===== src/rtl/freesrp_pkg.sv =====
// Shared definitions for the FreeSRP datapath sequencer: state codes, defaults.
// Latency: n/a (package only).
// Backpressure: n/a (package only).
package freesrp_pkg;

  // Debug-visible state encoding; kept as plain constants so the register
  // values are stable for firmware that decodes the state port.
  localparam int STATE_W = 3;
  typedef logic [STATE_W-1:0] state_t;

  localparam state_t ST_RESET  = 3'd0;
  localparam state_t ST_SETTLE = 3'd1;
  localparam state_t ST_IDLE   = 3'd2;
  localparam state_t ST_RUN    = 3'd3;
  localparam state_t ST_FLUSH  = 3'd4;

  // Default sequencing thresholds and FIFO count width.
  localparam int RST_CYCLES_DEF      = 16;
  localparam int TX_START_THRESH_DEF = 256;
  localparam int FLUSH_TIMEOUT_DEF   = 4095;
  localparam int CW_DEF              = 12;

  // Registered control outputs, grouped so they are updated together.
  typedef struct packed {
    logic fifo_rst;
    logic rx_enable;
    logic tx_enable;
    logic busy;
  } ctrl_t;

  function automatic int max_int(input int a, input int b);
    return (a > b) ? a : b;
  endfunction

  // Only IDLE and RUN count as "not busy" to the processor.
  function automatic logic state_is_busy(input state_t s);
    return !((s == ST_IDLE) || (s == ST_RUN));
  endfunction

endpackage


===== src/rtl/datapath_sequencer_rise_edge_det.sv =====
// Rising-edge detector: registered copy of a level, pulse = level AND NOT copy.
// Latency: pulse is combinational, high for the one cycle after the level rises.
// Backpressure: none; the pulse is consumed on the next clock edge or lost.
module rise_edge_det (
  input  logic clk,
  input  logic reset_b,
  input  logic din,
  output logic rise
);

  logic din_q;

  // Remember last cycle's level so a new high can be told from a held high.
  always_ff @(posedge clk or negedge reset_b) begin
    if (!reset_b) begin
      din_q <= 1'b0;
    end else begin
      din_q <= din;
    end
  end

  assign rise = din & ~din_q;

endmodule


===== src/rtl/datapath_sequencer.sv =====
// Sequences FIFO reset, settle, and transceiver RX/TX enables for the datapath.
// Latency: every output is registered and moves on the same edge as the state.
// Backpressure: none; commands are levels/edges, TX start waits on FIFO fill.
module datapath_sequencer
  import freesrp_pkg::*;
#(
  parameter int RST_CYCLES      = RST_CYCLES_DEF,
  parameter int TX_START_THRESH = TX_START_THRESH_DEF,
  parameter int FLUSH_TIMEOUT   = FLUSH_TIMEOUT_DEF,
  parameter int CW              = CW_DEF
) (
  input  logic          clk,
  input  logic          reset_b,
  input  logic          cmd_enable,
  input  logic          cmd_flush,
  input  logic          cmd_reset,
  input  logic [CW-1:0] tx_rd_count,
  input  logic          tx_empty,
  input  logic          rx_empty,
  output logic          fifo_rst,
  output logic          rx_enable,
  output logic          tx_enable,
  output logic          busy,
  output logic          underrun,
  output logic          error,
  output logic [2:0]    state
);

  // One shared counter sized for the longer of the reset and flush windows.
  localparam int CNT_W = $clog2(max_int(RST_CYCLES, FLUSH_TIMEOUT) + 1);

  localparam logic [CNT_W-1:0] RST_LAST   = CNT_W'(RST_CYCLES - 1);
  localparam logic [CNT_W-1:0] FLUSH_LAST = CNT_W'(FLUSH_TIMEOUT - 1);
  localparam logic [CNT_W-1:0] CNT_MAX    = {CNT_W{1'b1}};
  localparam logic [CW-1:0]    TX_THRESH  = CW'(TX_START_THRESH);

  state_t           state_q;
  state_t           state_nxt;
  logic [CNT_W-1:0] cnt_q;
  logic [CNT_W-1:0] cnt_nxt;
  logic [CNT_W-1:0] cnt_inc;
  logic             tx_nxt;
  logic             underrun_nxt;
  logic             error_nxt;
  logic             flush_rise;
  logic             reset_rise;
  ctrl_t            ctrl_q;
  ctrl_t            ctrl_nxt;

  rise_edge_det u_flush_edge (
    .clk     (clk),
    .reset_b (reset_b),
    .din     (cmd_flush),
    .rise    (flush_rise)
  );

  rise_edge_det u_reset_edge (
    .clk     (clk),
    .reset_b (reset_b),
    .din     (cmd_reset),
    .rise    (reset_rise)
  );

  // Saturating increment: the counter never wraps back into a valid window.
  always_comb begin
    cnt_inc = cnt_q;
    if (cnt_q != CNT_MAX) begin
      cnt_inc = cnt_q + CNT_W'(1);
    end
  end

  // Next-state decision; a datapath reset request outranks everything else.
  always_comb begin
    state_nxt    = state_q;
    cnt_nxt      = cnt_q;
    tx_nxt       = ctrl_q.tx_enable;
    underrun_nxt = underrun;
    error_nxt    = error;

    if (reset_rise) begin
      state_nxt    = ST_RESET;
      cnt_nxt      = '0;
      tx_nxt       = 1'b0;
      underrun_nxt = 1'b0;
      error_nxt    = 1'b0;
    end else begin
      unique case (state_q)
        ST_RESET: begin
          tx_nxt = 1'b0;
          if (cnt_q == RST_LAST) begin
            state_nxt = ST_SETTLE;
            cnt_nxt   = '0;
          end else begin
            cnt_nxt = cnt_inc;
          end
        end

        ST_SETTLE: begin
          tx_nxt = 1'b0;
          if (cnt_q == RST_LAST) begin
            state_nxt = ST_IDLE;
            cnt_nxt   = '0;
          end else begin
            cnt_nxt = cnt_inc;
          end
        end

        ST_IDLE: begin
          // Only here is cmd_enable looked at, so a request held through
          // reset/settle takes effect once the FIFOs are ready.
          tx_nxt = 1'b0;
          if (cmd_enable) begin
            state_nxt = ST_RUN;
            cnt_nxt   = '0;
          end
        end

        ST_RUN: begin
          if (flush_rise) begin
            state_nxt = ST_FLUSH;
            cnt_nxt   = '0;
            tx_nxt    = 1'b0;
          end else if (!cmd_enable) begin
            state_nxt = ST_IDLE;
            cnt_nxt   = '0;
            tx_nxt    = 1'b0;
          end else if (ctrl_q.tx_enable && tx_empty) begin
            // FIFO starved the transmitter: stop, flag it, wait for refill.
            tx_nxt       = 1'b0;
            underrun_nxt = 1'b1;
          end else if (!ctrl_q.tx_enable && (tx_rd_count > TX_THRESH)) begin
            tx_nxt = 1'b1;
          end
        end

        ST_FLUSH: begin
          // Drain wins over timeout when both land in the same cycle.
          tx_nxt = 1'b0;
          if (rx_empty && tx_empty) begin
            state_nxt = ST_RESET;
            cnt_nxt   = '0;
          end else if (cnt_q == FLUSH_LAST) begin
            state_nxt = ST_RESET;
            cnt_nxt   = '0;
            error_nxt = 1'b1;
          end else begin
            cnt_nxt = cnt_inc;
          end
        end

        default: begin
          state_nxt = ST_RESET;
          cnt_nxt   = '0;
          tx_nxt    = 1'b0;
        end
      endcase
    end
  end

  // Derive the registered control outputs from the state being entered.
  always_comb begin
    ctrl_nxt           = '0;
    ctrl_nxt.fifo_rst  = (state_nxt == ST_RESET);
    ctrl_nxt.rx_enable = (state_nxt == ST_RUN);
    ctrl_nxt.tx_enable = tx_nxt && (state_nxt == ST_RUN);
    ctrl_nxt.busy      = state_is_busy(state_nxt);
  end

  // State, counter, sticky flags and controls all advance on one edge.
  always_ff @(posedge clk or negedge reset_b) begin
    if (!reset_b) begin
      state_q  <= ST_RESET;
      cnt_q    <= '0;
      ctrl_q   <= '{fifo_rst: 1'b1, rx_enable: 1'b0, tx_enable: 1'b0, busy: 1'b1};
      underrun <= 1'b0;
      error    <= 1'b0;
    end else begin
      state_q  <= state_nxt;
      cnt_q    <= cnt_nxt;
      ctrl_q   <= ctrl_nxt;
      underrun <= underrun_nxt;
      error    <= error_nxt;
    end
  end

  assign fifo_rst  = ctrl_q.fifo_rst;
  assign rx_enable = ctrl_q.rx_enable;
  assign tx_enable = ctrl_q.tx_enable;
  assign busy      = ctrl_q.busy;
  assign state     = state_q;

endmodule


===== config.mk =====
export PLATFORM = sky130hd
export DESIGN_NAME = datapath_sequencer
export DESIGN_NICKNAME = d
export VERILOG_FILES = /design/src/rtl/freesrp_pkg.sv /design/src/rtl/datapath_sequencer_rise_edge_det.sv /design/src/rtl/datapath_sequencer.sv
export SDC_FILE = /design/constraint.sdc
export NUM_CORES = 1
export LEC_CHECK = 0
export CAP_MARGIN = 20
export CORE_MARGIN = 4
export CORE_UTILIZATION = 49
export DETAILED_ROUTE_END_ITERATION = 10
export GPL_ROUTABILITY_DRIVEN = 0
export PLACE_DENSITY = 0.77
export SYNTH_ARGS = -nofsm -noshare
export SYNTH_HDL_FRONTEND = slang
export SYNTH_SLANG_ARGS = --single-unit

===== constraint.sdc =====
create_clock -name clk -period 4.4 [get_ports clk]
set_input_delay 0.88 -clock clk [delete_from_list [all_inputs] [get_ports clk]]
set_output_delay 0.88 -clock clk [all_outputs]
set_load 0.1 [all_outputs]

======== Word level (Yosys, flattened, before mapping) ========
Index checks and enable logic that the tools add are counted.
storage, ports and cells
  bits in registers ....................... 23
  output and inout port bits .............. 9
  logic and storage cells ................. 80
cells by class
  add/sub/neg operators ................... 1
  magnitude comparators ................... 1
  equality and inequality tests ........... 13
  muxes and demuxes ....................... 33
  bitwise gates (word level) .............. 4
  reduce and logical (&&, ||, !) cells .... 18
operators by type and width
  cell                                                            count
  2-to-1 mux 12 bit                                               8
  case mux 12 bit (4 select lines)                                1
  2-to-1 mux 3 bit                                                8
  2-to-1 mux 1 bit                                                15
  case mux 3 bit (5 select lines)                                 1
  adder 12 x 1 -> 12 bit, second input constant                   1
  equality test 12 bit, second input constant                     1
  equality test 12 x 4 -> 1 bit, second input constant            1
  equality test 3 x 2 -> 1 bit, second input constant             4
  greater-than comparator 12 x 9 -> 1 bit, second input constant  1
  != test 12 bit, second input constant                           1
  nonzero test 2 bit                                              5
  zero test 3 bit                                                 2
  logical AND 1 bit                                               4
  != test 4 bit, second input constant                            1
  AND reduction 4 bit                                             1
  equality test 3 x 1 -> 1 bit, second input constant             1
  equality test 3 bit, second input constant                      1
  != test 3 bit, second input constant                            1
  AND reduction 3 bit                                             1
  AND 1 bit                                                       2
  zero test 1 bit                                                 2
  != test 2 x 1 -> 1 bit, second input constant                   1
  != test 2 bit, second input constant                            1
  4 further kinds                                                 5

======== Longest topological paths before layout ========
Gate-level depths: netlist of the first run.
  depth after elaboration ................. 9
  mapped depth ............................ 8

======== Cells and area by module ========
Synthesis of the first run repeated with hierarchy kept, for this count alone.
unflattened totals
  cells, all modules ...................... 143
  area total of the unflattened synthesis .. 1331.3 µm²
by module, submodules not included
  module              times used  cells an instance  area an instance (µm²)
  datapath_sequencer  1           139                1253.7
  rise_edge_det       2           2                  38.8

======== Worst setup path before layout of the first run ========
No wires, ideal clock.
  path kind ............................... register to register
  start point ............................. reg state_q[0], in the netlist state[0]
  end point ............................... reg cnt_q[6]
  setup time .............................. 0.082 ns
  arrival time ............................ 2.118 ns
  data required time ...................... 4.318 ns
  setup slack ............................. 2.200 ns
  cell stages (with the launch flop) ...... 8
  path buffers ............................ 2
  period minus slack after synthesis ...... 2.200 ns
  cells stage by stage .................... dfrtp_1 -> buf_6 -> a211oi_4 -> nand2_2 -> o32ai_4 -> buf_6 -> nand2_2 -> a31oi_1
on the way
  longest elaborated chain between the ends .. 4
  elaborated cells between the ends (all ways) .. 11
ends and longest elaborated chain
  item                                                             line                       text
  from (decl)                                                      datapath_sequencer.sv:37   state_t state_q;
  from (signal assigned)                                           datapath_sequencer.sv:178  state_q <= state_nxt;
  equality test 3 x 1 -> 1 bit or zero test 3 bit (tied branches)  datapath_sequencer.sv:87   unique case (state_q)
  OR reduction 2 bit (no line)                                     -
  case mux 12 bit (4 select lines)                                 datapath_sequencer.sv:87
  2-to-1 mux 12 bit                                                datapath_sequencer.sv:80   if (reset_rise) begin
  to (signal assigned)                                             datapath_sequencer.sv:179  cnt_q <= cnt_nxt;
  to (decl)                                                        datapath_sequencer.sv:39   logic [CNT_W-1:0] cnt_q;
Parallel ways exist; a longest one is shown, timed or not.
A chain may end at the register's enable or synchronous reset.

======== Final worst setup path of the first run ========
  start point ............................. reg state_q[0], in the netlist state[0]
  end point ............................... out state[0]
RTL lines
  item       line                      text
  to (decl)  datapath_sequencer.sv:26  output logic [2:0] state
No word-level cell between the ends.

==> results of run 1 <==
==> cell families (layout without fill, tap and decap cells) <==
group                      Yosys count  count (layout)  synth area share
and+or+nand+nor                     70              70             0.297
DFF                                 23              23             0.443
adders and majority gates            2               2            0.0192
buffers and inverters                8              37            0.0345
muxes                                1               1           0.00768
xor gates and xnor gates             1               1           0.00672
AOI/OAI and AO/OA                   31              31             0.192
==> worst register-to-register path: cells and delay by family, from the launching register on <==
family	cells	cell delay, ns
simple gates	3	0.69
flops	1	0.45
mux	1	0.19
fa+ha+maj	1	0.25
compound gates	1	0.37
==> stage by stage <==
| stage | setup WS [ns] | hold slack, ns | instances | power [µW] | utilization |
|---|---|---|---|---|---|
| 6_report | 1.42 | 0.514 | 195 | 419 | 0.651 |
| 5_1_grt | 1.37 | 0.539 | 195 | 442 | 0.651 |
| 3_3_place_gp | 1.64 | 0.475 | 190 | 319 | 0.634 |
| 4_1_cts | 1.41 | 0.522 | 194 | 423 | 0.645 |
| 3_5_place_dp | 1.58 | 0.491 | 190 | 323 | 0.634 |
| 2_1_floorplan | 2.20 | 0.488 | 136 | 289 | - |
==> synthesized netlist by cell type (all sizes together) (3+ instances only) <==
cell and count:
nor2 10, a211oi 3, nand3 10, nor2b 5
a21oi 11, nor4 4, nand3b 3, nand2 14
and3 6, inv 5, nand2b 3, o21ai 4
nand4 4, dfrtp 21
==> cell usage in the layout (no fill, tap or decap), types with 3 or more instances in the layout <==
cell / synthesis / final
inv_1: 5 / 5
nand3_1: 10 / 10
nand4_1: 4 / 4
nand2b_1: 3 / 3
a21oi_1: 10 / 10
clkbuf_4: 0 / 3
nor2_1: 10 / 10
clkdlybuf4s50_1: 0 / 27
dfrtp_1: 21 / 21
nand2_1: 12 / 12
nor2b_1: 5 / 5
nand3b_1: 3 / 3
and3_1: 5 / 5
nor4_1: 4 / 4
==> registers in the layout, indices dropped and copies added (netlist names) <==
register	flops
error	1
tx_enable	1
rx_enable	1
fifo_rst	1
cnt_q	12
u_flush_edge.din_q	1
u_reset_edge.din_q	1
busy	1
state	3
underrun	1
==> final cells by class <==
class | count | area (µm²)
multi-input combinational | 105 | 681
fill | 203 | 872
clock inverter | 1 | 5.00
timing repair buffer | 28 | 285
clock buffer | 3 | 22.5
tap | 30 | 37.5
inverter | 5 | 18.8
sequential | 23 | 578
==> layer usage <==
| layer | vias to the layer above | wire [µm] |
|---|---|---|
| li1 | 560 | - |
| met1 | 547 | 1330 |
| met2 | 40 | 1470 |
| met3 | 5 | 191 |
| met4 | 0 | 31 |
| met5 | - | 0 |
==> how the worst min path moves through the flow <==
| stage | start | end | slack [ns] | cells past startpoint |
|---|---|---|---|---|
| after detailed placement | underrun | underrun | 0.49 | 1 |
| after global routing | underrun | underrun | 0.54 | 1 |
| after floorplan | cnt_q[6] | cnt_q[6] | 0.49 | 1 |
| after global placement | underrun | underrun | 0.47 | 1 |
| final | underrun | underrun | 0.51 | 1 |
| after CTS | underrun | underrun | 0.52 | 1 |
==> power breakdown <==
part           internal (µW)  switching (µW)  leakage (µW)
registers                225            19.6      0.000305
clock network           34.0            65.0     0.0000177
logic                   38.7            36.8      0.000351
total                    298             121      0.000674
==> impl_metrics.ini, run 1 <==
[power]
p_leak_uw = 0.000674
peakVddDrop_mv = 0.197
powerDensity_mw_per_mm2 = 258

[floorplan]
die_w_um = 59.6
ios = 28
dieHeight_um = 59.6
start_util = 0.522
core_mm2 = 0.00250
die_area_mm2 = 0.00355
rows = 18

[detailed_routing]
ant_nets = 0
drt-total-wl_mm = 3.03
num_vias = 1152
first_pass_iters = 4
vias_per_cell = 5.91
wl_per_cell_um = 15.5
drtIter0Drc = 42
drc = 0

[finish]
diodes = 0
syn_to_final_growth_pct = 24.9
fin_nets = 187
design_area_mm2 = 0.00163
drive_above_1_share = 0.103

[run_status]
status = finished clean

[timing]
finalSetupTns_ns = 0
tightest_slew_ns = 0.970
worst_slew_margin_rel = 0.352
fmax_mhz = 336
hold_violations = 0
drv_slew = 0
period_needed_ns = 2.98
skew_ns = 0.00593
rsz0062_at_grt = no
finalCritPeriodShare = 0.676
finalSetupViolCount = 0

[yosys]
syn_area_per_cell_um2 = 9.59
synthCells = 136
synth_top_area_share = 0.403
ys_top_cells_by_area = dfrtp_1 40%, dfstp_2 4.0%, a21oi_1 3.8%
synth_area_mm2 = 0.00130
synth_ff_type = dfrtp_1
yosysTopAreaCell = dfrtp_1
yosysWarnings = 0
synth-seq-cells = 23
synth.distinct_cells = 44
synthesis.nets = 157
synth_edf_count = 0
seq_area_frac_synth = 0.443
synth-async-reset-ratio = 1.00

[clock_network]
holdBufCountCts = 0
cts_tree = done
clock_path_buffers = 2
cts_htree_levels = 1
path_clk_slew_ns = 0.13
cts_sinks = 23
cts_resized = 0
cts_root_buf = clkbuf_4
insertion_delay_ns = 0.31
post_cts_buffers = 0
cts_made_buffers = 3

[grt]
grt_use_met3 = 0.0283
grt_pass1_wl_mm = 5.18
antenna_found_initial = 0
grt_use_met1 = 0.247
grt_use_total = 0.190
met2_usage = 0.329
grt_busiest_layer = met2
grt_pass1_vias = 1128
grt_max_degree = 24
overflow = 0

[critical_path]
r2r_end = cnt_q[0]
slowest_delay_ns = 1.21
crit_path_end_kind = output pin
path_cells = clkdlybuf4s50_1
worstPathMaxFanout = 8
critPathTopFamily = buffers and inverters
arrival_ns = 2.10
cp_slowest_cell = clkdlybuf4s50_1
crit_buf_inv = 1
crit_required_ns = 3.52
startpoint_type = flop
cp_num_cells = 1
critPathLaunch = state[0]
reg2reg_from = cnt_q[0]
r2r_slack_ns = 2.37
endpoint = state[0]
criticalPathCategory = flop to output pin
reg2regPathDepth = 6

[flow_run]
drv_cap = 0

[placed_design]
place_area_mm2 = 0.00159
io_buffer_count = 27
hpwl_mm = 2.30

[hold_path]
hp-class = flop to flop
(Power assumes the default switching activity.)
==> run 2, diff against run 1 <==
- clock period: 4.4 -> 3.05 ns (I/O delays scaled with it)
==> run 2 against run 1 <==
  * Sequential cell count unchanged
  * Count of clock-buffer cells in the layout unchanged
  * Hold slack got worse by 0.0020 ns
  * Utilization decreased by 1.2 points
  * Via count decreased by 1.8%
  * Clock power increased by 39%
  * Critical endpoint is now cnt_q[1]
==> impl_metrics.ini, run 2 (synthesis results as in run 1) <==
[run_status]
status = finished clean

[grt]
grt_max_degree = 24
grt_pass1_wl_mm = 5.11
overflow = 0
grt_use_total = 0.189
grt_pass1_vias = 1155
antenna_found_initial = 0

[critical_path]
arrival_ns = 2.47
worstPathMaxFanout = 18
reg2reg_from = cnt_q[0]
r2r_slack_ns = 1.03
criticalPathCategory = primary input to flop
cp_slowest_cell = o32ai_4
reg2regPathDepth = 6
crit_required_ns = 3.29
crit_path_end_kind = flop
critPathTopFamily = compound AO/OA/AOI/OAI gates
crit_buf_inv = 1
r2r_end = cnt_q[1]
path_cells = clkdlybuf4s50_1 -> a211oi_4 -> nand2_2 -> o32ai_4 -> nand3_1 -> o22ai_1
startpoint_type = primary input
slowest_delay_ns = 0.65

[timing]
finalSetupTns_ns = 0
period_needed_ns = 2.23
fmax_mhz = 448
skew_ns = 0.00727
finalSetupViolCount = 0
hold_violations = 0
tightest_slew_ns = 0.689
drv_slew = 0
rsz0062_at_grt = no
worst_slack_ns = 0.817
worst_slew_margin_rel = 0.540
finalCritPeriodShare = 0.732

[clock_network]
insertion_delay_ns = 0.31
cts_root_buf = clkbuf_4
clock_path_buffers = 2
cts_resized = 0
post_cts_buffers = 0
cts_sinks = 23
cts_htree_levels = 1
holdBufCountCts = 0
cts_tree = done
cts_made_buffers = 3
path_clk_slew_ns = 0.13

[detailed_routing]
wl_per_cell_um = 15.4
drc = 0
first_pass_iters = 4
num_vias = 1131
drt-total-wl_mm = 3.01
drtIter0Drc = 50
ant_nets = 0
vias_per_cell = 5.80

[floorplan]
ios = 28
dieHeight_um = 59.6
die_w_um = 59.6
die_area_mm2 = 0.00355
start_util = 0.522
core_mm2 = 0.00250
rows = 18

[finish]
drive_above_1_share = 0.158
diodes = 0
fin_nets = 187
top_register = cnt_q
syn_to_final_growth_pct = 22.6
largest_register_ffs = 12
final_common_cell = dfrtp_1
fill_cells = 203
most-common-layout-cells = 21 x dfrtp_1, 18 x clkdlybuf4s50_1, 12 x nand2_1

[flow_run]
drv_cap = 0

[hold_path]
hold_end = underrun
hp-start = underrun
min_path_cells = 1
hp-class = flop to flop

[power]
peakVddDrop_mv = 0.234
powerDensity_mw_per_mm2 = 373
p_leak_uw = 0.000685

[placed_design]
io_buffer_count = 27
dp_slack_ns = 0.471
hpwl_mm = 2.33
## run 2: worst max-delay path by stage
stage / slack, ns / cells after the start / startpoint / to
after floorplan: 0.85 / 7 / state[0] / cnt_q[6]
after global placement: 0.56 / 6 / rx_empty / cnt_q[1]
after detailed placement: 0.47 / 6 / tx_empty / cnt_q[1]
after CTS: 0.81 / 6 / tx_empty / cnt_q[1]
after global routing: 0.72 / 6 / rx_empty / cnt_q[1]
final: 0.82 / 6 / tx_empty / cnt_q[1]
## run 2: cell type report
type                    count  area [µm²]  area share
clock buffers               3        22.5      0.0141
clock inverters             1        5.00     0.00313
inverters                   5        18.8      0.0117
multi-input cells         105         681       0.426
flip-flops and latches     23         578       0.362
well taps                  30        37.5      0.0235
repair buffers             28         255       0.160
## run 2: report_power, final
| group | total [µW] | internal, µW | switching (µW) |
|---|---|---|---|
| Clock | 138 | 48.9 | 89.2 |
| Sequential | 352 | 325 | 27.1 |
| Combinational | 107 | 54.2 | 52.3 |
| Total | 597 | 428 | 169 |
## run 2: per-stage QoR
stage / std cells / cell area [µm²] / hold slack [ns] / utilization / power, µW
after floorplan: 136 / 1300 / 0.314 / - / 417
after global placement: 191 / 1570 / 0.478 / 0.628 / 461
after detailed placement: 191 / 1570 / 0.485 / 0.628 / 465
after CTS: 195 / 1600 / 0.515 / 0.639 / 609
after global routing: 195 / 1600 / 0.549 / 0.639 / 638
final: 195 / 1600 / 0.512 / 0.639 / 597
## run 2: layer usage
metal | routed length, µm | GRT usage
met2 | 1490 | 0.331
met3 | 132 | 0.0305
met5 | 0 | 0
met4 | 14 | 0.0506
met1 | 1380 | 0.241
==> run 3, diff against run 2 <==
- CORE_UTILIZATION: 49 -> 45
- PLACE_DENSITY: 0.77 -> 0.75
- clock period: 3.05 -> 1.9 ns (I/O delays scaled with it)
==> run 3 against run 2 <==
  * Via count up 6.2%
  * Total power up 68%
  * Final cell count up 6.2%
  * First-iteration DRC count down 46%
  * Setup slack worse by 0.73 ns
  * Global-route usage down 0.45 points
  * Sequential power up 64%
  * Clock power up 63%
  * Final area up 12%
  * Utilization up 1.2 points
  * Non-clock buffer count up 11
  * Largest cell class unchanged
  * Largest power group unchanged
==> impl_metrics.ini, run 3 (synthesis results as in run 1) <==
[critical_path]
crit_path_end_kind = flop
r2r_end = cnt_q[9]
startpoint_type = flop
arrival_ns = 2.02
criticalPathCategory = flop to flop
worstPathMaxFanout = 18
r2r_slack_ns = 0.09
crit_required_ns = 2.10
reg2reg_from = cnt_q[10]
reg2regPathDepth = 6

[floorplan]
rows = 19
die_w_um = 61.8
ios = 28
start_util = 0.473
core_mm2 = 0.00276
die_area_mm2 = 0.00382
dieHeight_um = 61.8

[grt]
antenna_found_initial = 0
grt_pass1_vias = 1199
grt_pass1_wl_mm = 5.22
grt_max_degree = 19
grt_use_total = 0.185
overflow = 0

[placed_design]
hpwl_mm = 2.46
io_buffer_count = 27
dp_slack_ns = -0.155

[clock_network]
insertion_delay_ns = 0.31
path_clk_slew_ns = 0.13
clock_path_buffers = 2
cts_tree = done
cts_made_buffers = 3
cts_root_buf = clkbuf_4
cts_sinks = 23
cts_htree_levels = 1

[timing]
tightest_slew_ns = 0.364
finalCritPeriodShare = 0.954
hold_violations = 0
worst_slew_margin_rel = 0.756
finalSetupViolCount = 0
fmax_mhz = 552
worst_slack_ns = 0.0878
drv_slew = 0
skew_ns = 0.00456
period_needed_ns = 1.81

[detailed_routing]
drc = 0
ant_nets = 0
wl_per_cell_um = 15.3
drtIter0Drc = 27
drt-total-wl_mm = 3.18
num_vias = 1201
first_pass_iters = 4
vias_per_cell = 5.80

[power]
p_leak_uw = 0.000774
powerDensity_mw_per_mm2 = 560
total_power_uw = 1000
peakVddDrop_mv = 0.465

[flow_run]
drv_cap = 0

[finish]
largest_register_ffs = 12
utilization = 0.651
most-common-layout-cells = 18 x clkdlybuf4s50_1, 15 x dfrtp_1, 15 x buf_4
syn_to_final_growth_pct = 37.7
final_common_cell = clkdlybuf4s50_1
fin_nets = 198
top_register = cnt_q
diodes = 0
fill_cells = 233
drive_above_1_share = 0.261

[hold_path]
hp-class = primary input to asynchronous set/reset pin

[run_status]
status = finished clean
run 3: worst max path at each step:
stage / startpoint / to / slack, ns / cells past startpoint
detailed placement: cmd_reset / cnt_q[5] / -0.15 / 7
global placement: cmd_reset / cnt_q[5] / -0.09 / 7
finish: cnt_q[10] / cnt_q[9] / 0.09 / 6
CTS: cnt_q[1] / cnt_q[9] / 0.001 / 7
global route: cnt_q[0] / cnt_q[9] / -0.02 / 8
floorplan: state[0] / cnt_q[6] / 0.02 / 7
run 3: stage by stage:
| step | instance area (µm²) | hold slack (ns) | TNS, ns | cells |
|---|---|---|---|---|
| after floorplan | 1310 | 0.0844 | 0 | 136 |
| after global placement | 1730 | 0.475 | -0.468 | 202 |
| after detailed placement | 1730 | 0.507 | -1.09 | 202 |
| after CTS | 1760 | 0.325 | 0 | 206 |
| after global routing | 1800 | 0.338 | -0.0239 | 207 |
| final | 1800 | 0.330 | 0 | 207 |
run 3: metal layers:
| layer | GRT usage | vias up | wire [µm] |
|---|---|---|---|
| met3 | 0.0351 | 6 | 240 |
| met5 | 0 | - | 0 |
| met4 | 0.0848 | 0 | 60 |
| li1 | - | 582 | - |
| met2 | 0.317 | 33 | 1560 |
| met1 | 0.224 | 580 | 1310 |
run 3: where the power goes:
| part | total (µW) | internal [µW] | switching [µW] | leakage (µW) |
|---|---|---|---|---|
| clock network | 225 | 78.6 | 147 | 0.0000177 |
| registers | 576 | 525 | 51.8 | 0.000295 |
| logic | 203 | 112 | 91.2 | 0.000461 |
run 3: area by class of cell:
| class | count | area (µm²) | share of cell area |
|---|---|---|---|
| sequential | 23 | 588 | 0.328 |
| inverter | 5 | 18.8 | 0.0105 |
| clock inverter | 1 | 5.00 | 0.00279 |
| multi-input combinational | 105 | 709 | 0.395 |
| timing repair buffer | 39 | 413 | 0.230 |
| clock buffer | 3 | 22.5 | 0.0125 |
| tap | 31 | 38.8 | 0.0216 |
run 3: worst max-delay path, stage by stage (launching register included):
cell and delay (ns):
dfrtp_1 0.46, nand4_1 0.26, nor3_4 0.28, o32ai_4 0.13, buf_12 0.16, and3_1 0.16, a221o_1 0.26
run 3: timing repair:
action	CTS	global route
buffers inserted	0	1
gates resized for setup	1	7
setup endpoints to repair	1	2
pin swaps	0	4
hold buffers	0	0
==> edit 1: new RTL, flow settings as in run 3 <==
Put one more register stage on the output `error`. The value now appears one clock later. The other outputs are not delayed to match.
--- a/src/rtl/datapath_sequencer.sv
+++ b/src/rtl/datapath_sequencer.sv
@@ -33,6 +33,8 @@
   localparam logic [CNT_W-1:0] FLUSH_LAST = CNT_W'(FLUSH_TIMEOUT - 1);
   localparam logic [CNT_W-1:0] CNT_MAX    = {CNT_W{1'b1}};
   localparam logic [CW-1:0]    TX_THRESH  = CW'(TX_START_THRESH);
+
+  logic error_s0;
 
   state_t           state_q;
   state_t           state_nxt;
@@ -75,7 +77,7 @@
     cnt_nxt      = cnt_q;
     tx_nxt       = ctrl_q.tx_enable;
     underrun_nxt = underrun;
-    error_nxt    = error;
+    error_nxt    = error_s0;
 
     if (reset_rise) begin
       state_nxt    = ST_RESET;
@@ -173,13 +175,13 @@
       cnt_q    <= '0;
       ctrl_q   <= '{fifo_rst: 1'b1, rx_enable: 1'b0, tx_enable: 1'b0, busy: 1'b1};
       underrun <= 1'b0;
-      error    <= 1'b0;
+      error_s0 <= 1'b0;
     end else begin
       state_q  <= state_nxt;
       cnt_q    <= cnt_nxt;
       ctrl_q   <= ctrl_nxt;
       underrun <= underrun_nxt;
-      error    <= error_nxt;
+      error_s0 <= error_nxt;
     end
   end
 
@@ -189,5 +191,9 @@
   assign busy      = ctrl_q.busy;
   assign state     = state_q;
 
+  always_ff @(posedge clk) begin
+    error <= error_s0;
+  end
+
 endmodule
 
Function: same outputs for any inputs over 10 cycles, from zero or initial values and one cycle with reset_b low; that may be too few to reach the edited logic, so the function may still have changed.
==> edit 1 against run 3 <==
Power rose by 19%. Final area up 2.8%. Wire length decreased by 0.35%. Count of clock-buffer cells in the layout stayed put. Clock skew grew 5.5 ps. Worst setup slack better by 4.0 ps. Area after synthesis grew 1.5%. Global-route usage decreased by 1.2 points. Sequential share of layout area grew 0.20 points. Sequential cell count increased by 1.
==> edit 1: results (changes against run 3) <==
Run status:
- Result of the run: finished clean (unchanged).

Routing:
- The met3 wirelength from detailed routing is 158 um (was 240 um).
- The detailed-route via count came to 1187 (was 1201).
- The overall routed net length came to 3.166 mm (was 3.177 mm).
- The number of design-rule violations left by the first detailed-router iteration is 55 (was 27).
- The met1 wire length came to 1.404 mm (was 1.314 mm).

Pwr:
- The part of the power in registers came to 0.498 (was 0.573).
- The total clock network power is 0.373 mW (was 0.225 mW).
- The internal cell power is 0.8841 mW (was 0.7153 mW).
- The power of the sequential group is 0.595 mW (was 0.576 mW).
- The leakage power was 0.7897 nW (was 0.7742 nW).
- The worst ir drop on vdd is 0.5091 mV (was 0.4646 mV).

GRT:
- The met2 track demand over resource in global routing is 0.2953 (was 0.3169).
- The met3 track demand over resource is 0.03423 (was 0.03512).
- The total global routing track utilization is 0.1733 (was 0.1848).

STA:
- The smallest hold slack is 386.1 ps (was 329.6 ps).
- The worst clock skew is 10.04 ps (was 4.563 ps).

Synth:
- Leading post-synthesis cells by cell area: sky130_fd_sc_hd__dfrtp_1, sky130_fd_sc_hd__dfstp_2, sky130_fd_sc_hd__a21oi_1 (unchanged).
- The number of different library cells in the post-synthesis netlist is 45 (was 44).
- The fraction of registers with async set/reset was 0.9583 (was 1.000).
- The proportion of synthesized chip area in sequential cells is 0.4518 (was 0.4434).

Setup path:
- The reg-to-reg critical path startpoint is cnt_q[1] (was cnt_q[10]).
- The first element of the critical path is cnt_q[1] (was cnt_q[10]).
- The length in cells of the worst reg-to-reg path came to 7 (was 6).
- The arrival time of the worst setup path was 2040 ps (was 2020 ps).

Layout:
- The clock network contribution to total cell area is 0.02847 (was 0.01533).
- The final net count came to 199 (was 198).
- The fill cell instance count of the final layout is 226 (was 233).
- The sequential fraction of total cell area is 0.3295 (was 0.3275).

Clock tree:
- The insertion delay to the later sink of the worst-skew pair is 330 ps (was 310 ps).

Place:
- The instance area after placement is 1740 sq um (was 1728 sq um).
- The final HPWL from detailed placement is 2.419 mm (was 2.459 mm).
==> edit 1: cell types whose count changed after synthesis, sizes merged <==
cell / change
dfxtp: +1
==> edit 1: kinds of logic (layout without fill, tap and decap cells) <==
logic type,count (synthesis),in the layout,share of synthesized area
muxes,1,1,0.007562
DFF,24,24,0.4518
AOI/OAI and AO/OA,31,31,0.1890
and+or+nand+nor,70,70,0.2921
buffers and inverters,8,48,0.03402
xor gates and xnor gates,1,1,0.006617
adders and majority gates,2,2,0.01890
==> edit 1: stage by stage <==
step | setup TNS, ps | cells | setup slack [ps]
floorplan | 0 | 137 | 18.28
global placement | -519.6 | 202 | -101.8
detailed placement | -1335 | 202 | -186.5
CTS | 0 | 206 | 9.286
global route | -0.4499 | 208 | -0.4499
finish | 0 | 208 | 91.76
==> edit 1: what timing repair did <==
item | CTS | global route
hold endpoints to repair | 0 | 0
buffers inserted | 0 | 2
setup endpoints to repair | 0 | 3
resized for setup | 0 | 9
==> edit 2: new RTL, flow settings as in run 3 <==
Made on the original files. The package constant `FLUSH_TIMEOUT_DEF` goes from 4095 to 8190.
--- a/src/rtl/freesrp_pkg.sv
+++ b/src/rtl/freesrp_pkg.sv
@@ -17,7 +17,7 @@
   // Default sequencing thresholds and FIFO count width.
   localparam int RST_CYCLES_DEF      = 16;
   localparam int TX_START_THRESH_DEF = 256;
-  localparam int FLUSH_TIMEOUT_DEF   = 4095;
+  localparam int FLUSH_TIMEOUT_DEF   = 8190;
   localparam int CW_DEF              = 12;
 
   // Registered control outputs, grouped so they are updated together.
Formal check against the unedited RTL: same outputs for any inputs over 10 cycles, from zero or initial values and one cycle with reset_b low; that may be too few to reach the edited logic, so the function may still have changed.
==> edit 2 against run 3 <==
Wire length rose by 8.2%. Worst setup slack worse by 86 ps. Final area up 7.1%. Utilization rose by 4.0 points. Power up 9.0%. Non-clock buffer count is 11 higher. Global-route usage is 0.12 points lower. Sequential share of layout area down 0.87 points. Area after synthesis is 1.3% higher. Critical path depth is 1 higher. Sequential cell count up 1. Clock skew decreased by 1.1 ps. Count of clock-buffer cells in the layout increased by 1.
==> edit 2: results (changes against run 3) <==
STA:
- The worst clock skew is 3.509 ps (was 4.563 ps).
- The normalized max-slew margin is 0.6722 (was 0.7564).

Pwr:
- The power consumption was 1.095 mW (was 1.005 mW).
- The total clock network power was 0.280 mW (was 0.225 mW).
- The worst ir drop on vdd is 0.5157 mV (was 0.4646 mV).
- The switching part of the total was 0.2855 (was 0.2882).
- The leakage power is 0.8163 nW (was 0.7742 nW).
- The part of the power in registers was 0.543 (was 0.573).

Run status:
- Result of the run: finished clean (unchanged).

Setup path:
- The arrival time of the worst setup path came to 2160 ps (was 2020 ps).
- The terminus of the critical flop-to-flop path is cnt_q[2] (was cnt_q[9]).
- The length in cells of the worst reg-to-reg path is 6 (unchanged).
- The largest fanout of any net on the critical path is 15 (was 18).
- The reg-to-reg critical path startpoint is cnt_q[12] (was cnt_q[10]).
- The reg2reg setup slack was 2 ps (was 90 ps).

Layout:
- The proportion of layout cells with a drive suffix above 1 is 0.3280 (was 0.2614).
- The flip-flop count of the largest register, all copies and words added is 13 (was 12).
- The final net count was 211 (was 198).

Synth:
- The fraction of registers with async set/reset is 1.000 (unchanged).
- The post-synth net total is 161 (was 157).
- Leading post-synthesis cells by cell area: sky130_fd_sc_hd__dfrtp_1, sky130_fd_sc_hd__nand2_1, sky130_fd_sc_hd__a21oi_1 (was sky130_fd_sc_hd__dfrtp_1, sky130_fd_sc_hd__dfstp_2, sky130_fd_sc_hd__a21oi_1).
- The number of different library cells in the post-synthesis netlist was 39 (was 44).
- The proportion of synthesized chip area in sequential cells came to 0.4564 (was 0.4434).
- Top post-synthesis cells by count: sky130_fd_sc_hd__dfrtp_1, sky130_fd_sc_hd__nand2_1, sky130_fd_sc_hd__a21oi_1 (was sky130_fd_sc_hd__dfrtp_1, sky130_fd_sc_hd__nand2_1, sky130_fd_sc_hd__a21oi_1, sky130_fd_sc_hd__nand3_1, sky130_fd_sc_hd__nor2_1).
- The count of yosys warnings during synthesis is 0 (unchanged).

GRT:
- The number of antenna violations at the first check in global routing was 0 (unchanged).
- The number of global-route vias before repair came to 1276 (was 1199).
- The total global routing track utilization is 0.1836 (was 0.1848).
- The maximum number of pins on one net before global-route repair is 25 (was 19).
- The global-route wire length before repair is 5.809 mm (was 5.223 mm).

Routing:
- The overall routed net length is 3.438 mm (was 3.177 mm).
- The average via count per standard cell was 5.741 (was 5.802).
- The number of design-rule violations left by the first detailed-router iteration came to 40 (was 27).

Place:
- The final HPWL from detailed placement is 2.539 mm (was 2.459 mm).
- The instance area after placement came to 1838 sq um (was 1728 sq um).
- The count of input and output buffers was 27 (unchanged).

Worst hold path:
- The class of the tightest hold or removal check is in -> async (unchanged).

Clock tree:
- The clock root buffer is sky130_fd_sc_hd__clkbuf_4 (unchanged).
- Clock-pin slew was measured on the worst setup and hold paths at 140 ps.
-- edit 2: cell types whose count changed after synthesis, moves of 4 or more --
cell | before | now
sky130_fd_sc_hd__and3_1 | 5 | 0
sky130_fd_sc_hd__o21ai_0 | 1 | 9
sky130_fd_sc_hd__o31ai_1 | 1 | 5
sky130_fd_sc_hd__or2_2 | 0 | 4
sky130_fd_sc_hd__or3_1 | 2 | 6
sky130_fd_sc_hd__or4_1 | 1 | 6
-- edit 2: timing repair --
item	4_1_cts	5_1_grt
cloned	0	0
gates resized for setup	1	8
hold buffers	0	0
setup endpoints to repair	13	15
pin swaps	1	2
setup buffers	1	0
-- edit 2: worst max-delay path, cell delays in order --
cell	delay [ps]
sky130_fd_sc_hd__clkdlybuf4s50_1	490
sky130_fd_sc_hd__nor2b_2	190
sky130_fd_sc_hd__o21ai_1	120
sky130_fd_sc_hd__a21o_1	220
sky130_fd_sc_hd__buf_12	160
sky130_fd_sc_hd__or4_1	460
sky130_fd_sc_hd__a21oi_1	150
-- edit 2: cell families (layout without fill, tap and decap cells) --
group,Yosys count,count (layout),synth area share
buffers and inverters,8,57,0.03219
XOR/XNOR,1,1,0.006630
adder cells (fa/ha/maj),2,2,0.01894
AO/OA/AOI/OAI,34,34,0.1742
multiplexers,1,1,0.008522
AND/OR/NAND/NOR,70,70,0.3030
flip-flops,24,24,0.4564
-- edit 2: layout make-up --
type | count | area [sq um]
clock buffers | 4 | 36.28
fillers | 222 | 858.3
inverters | 3 | 11.26
multi-input cells | 108 | 703.2
flip-flops and latches | 24 | 613.1
well taps | 31 | 38.79
repair buffers | 50 | 520.5
-- edit 2: worst max-delay path by stage --
stage | from | endpoint | slack [ps] | cells after the start
4_1_cts | cnt_q[12] | cnt_q[2] | 8 | 6
6_report | cmd_flush | cnt_q[7] | 2 | 7
2_1_floorplan | state[0] | cnt_q[6] | -10 | 7
5_1_grt | cnt_q[12] | cnt_q[8] | -80 | 6
3_5_place_dp | cmd_flush | cnt_q[6] | -340 | 7
3_3_place_gp | cmd_flush | cnt_q[7] | -270 | 7
-- edit 2: metrics by stage --
stage | setup TNS (ps) | setup slack, ps | std cells | hold WS, ps | util
global route | -981.8 | -81.22 | 220 | 396.5 | 0.6914
global placement | -2249 | -266.2 | 215 | 477.8 | 0.6608
CTS | 0 | 8.256 | 220 | 395.5 | 0.6820
finish | 0 | 1.690 | 220 | 383.6 | 0.6914
floorplan | -127.6 | -14.25 | 140 | 84.41 | -
detailed placement | -3163 | -337.1 | 215 | 504.4 | 0.6608
-- edit 2: metal layers --
layer,share of wire,up-vias,GRT usage
met3,0.040,9,0.02703
met2,0.51,38,0.3070
met1,0.42,605,0.2291
met4,0.023,0,0.08943
met5,0,-,0
li1,-,611,-
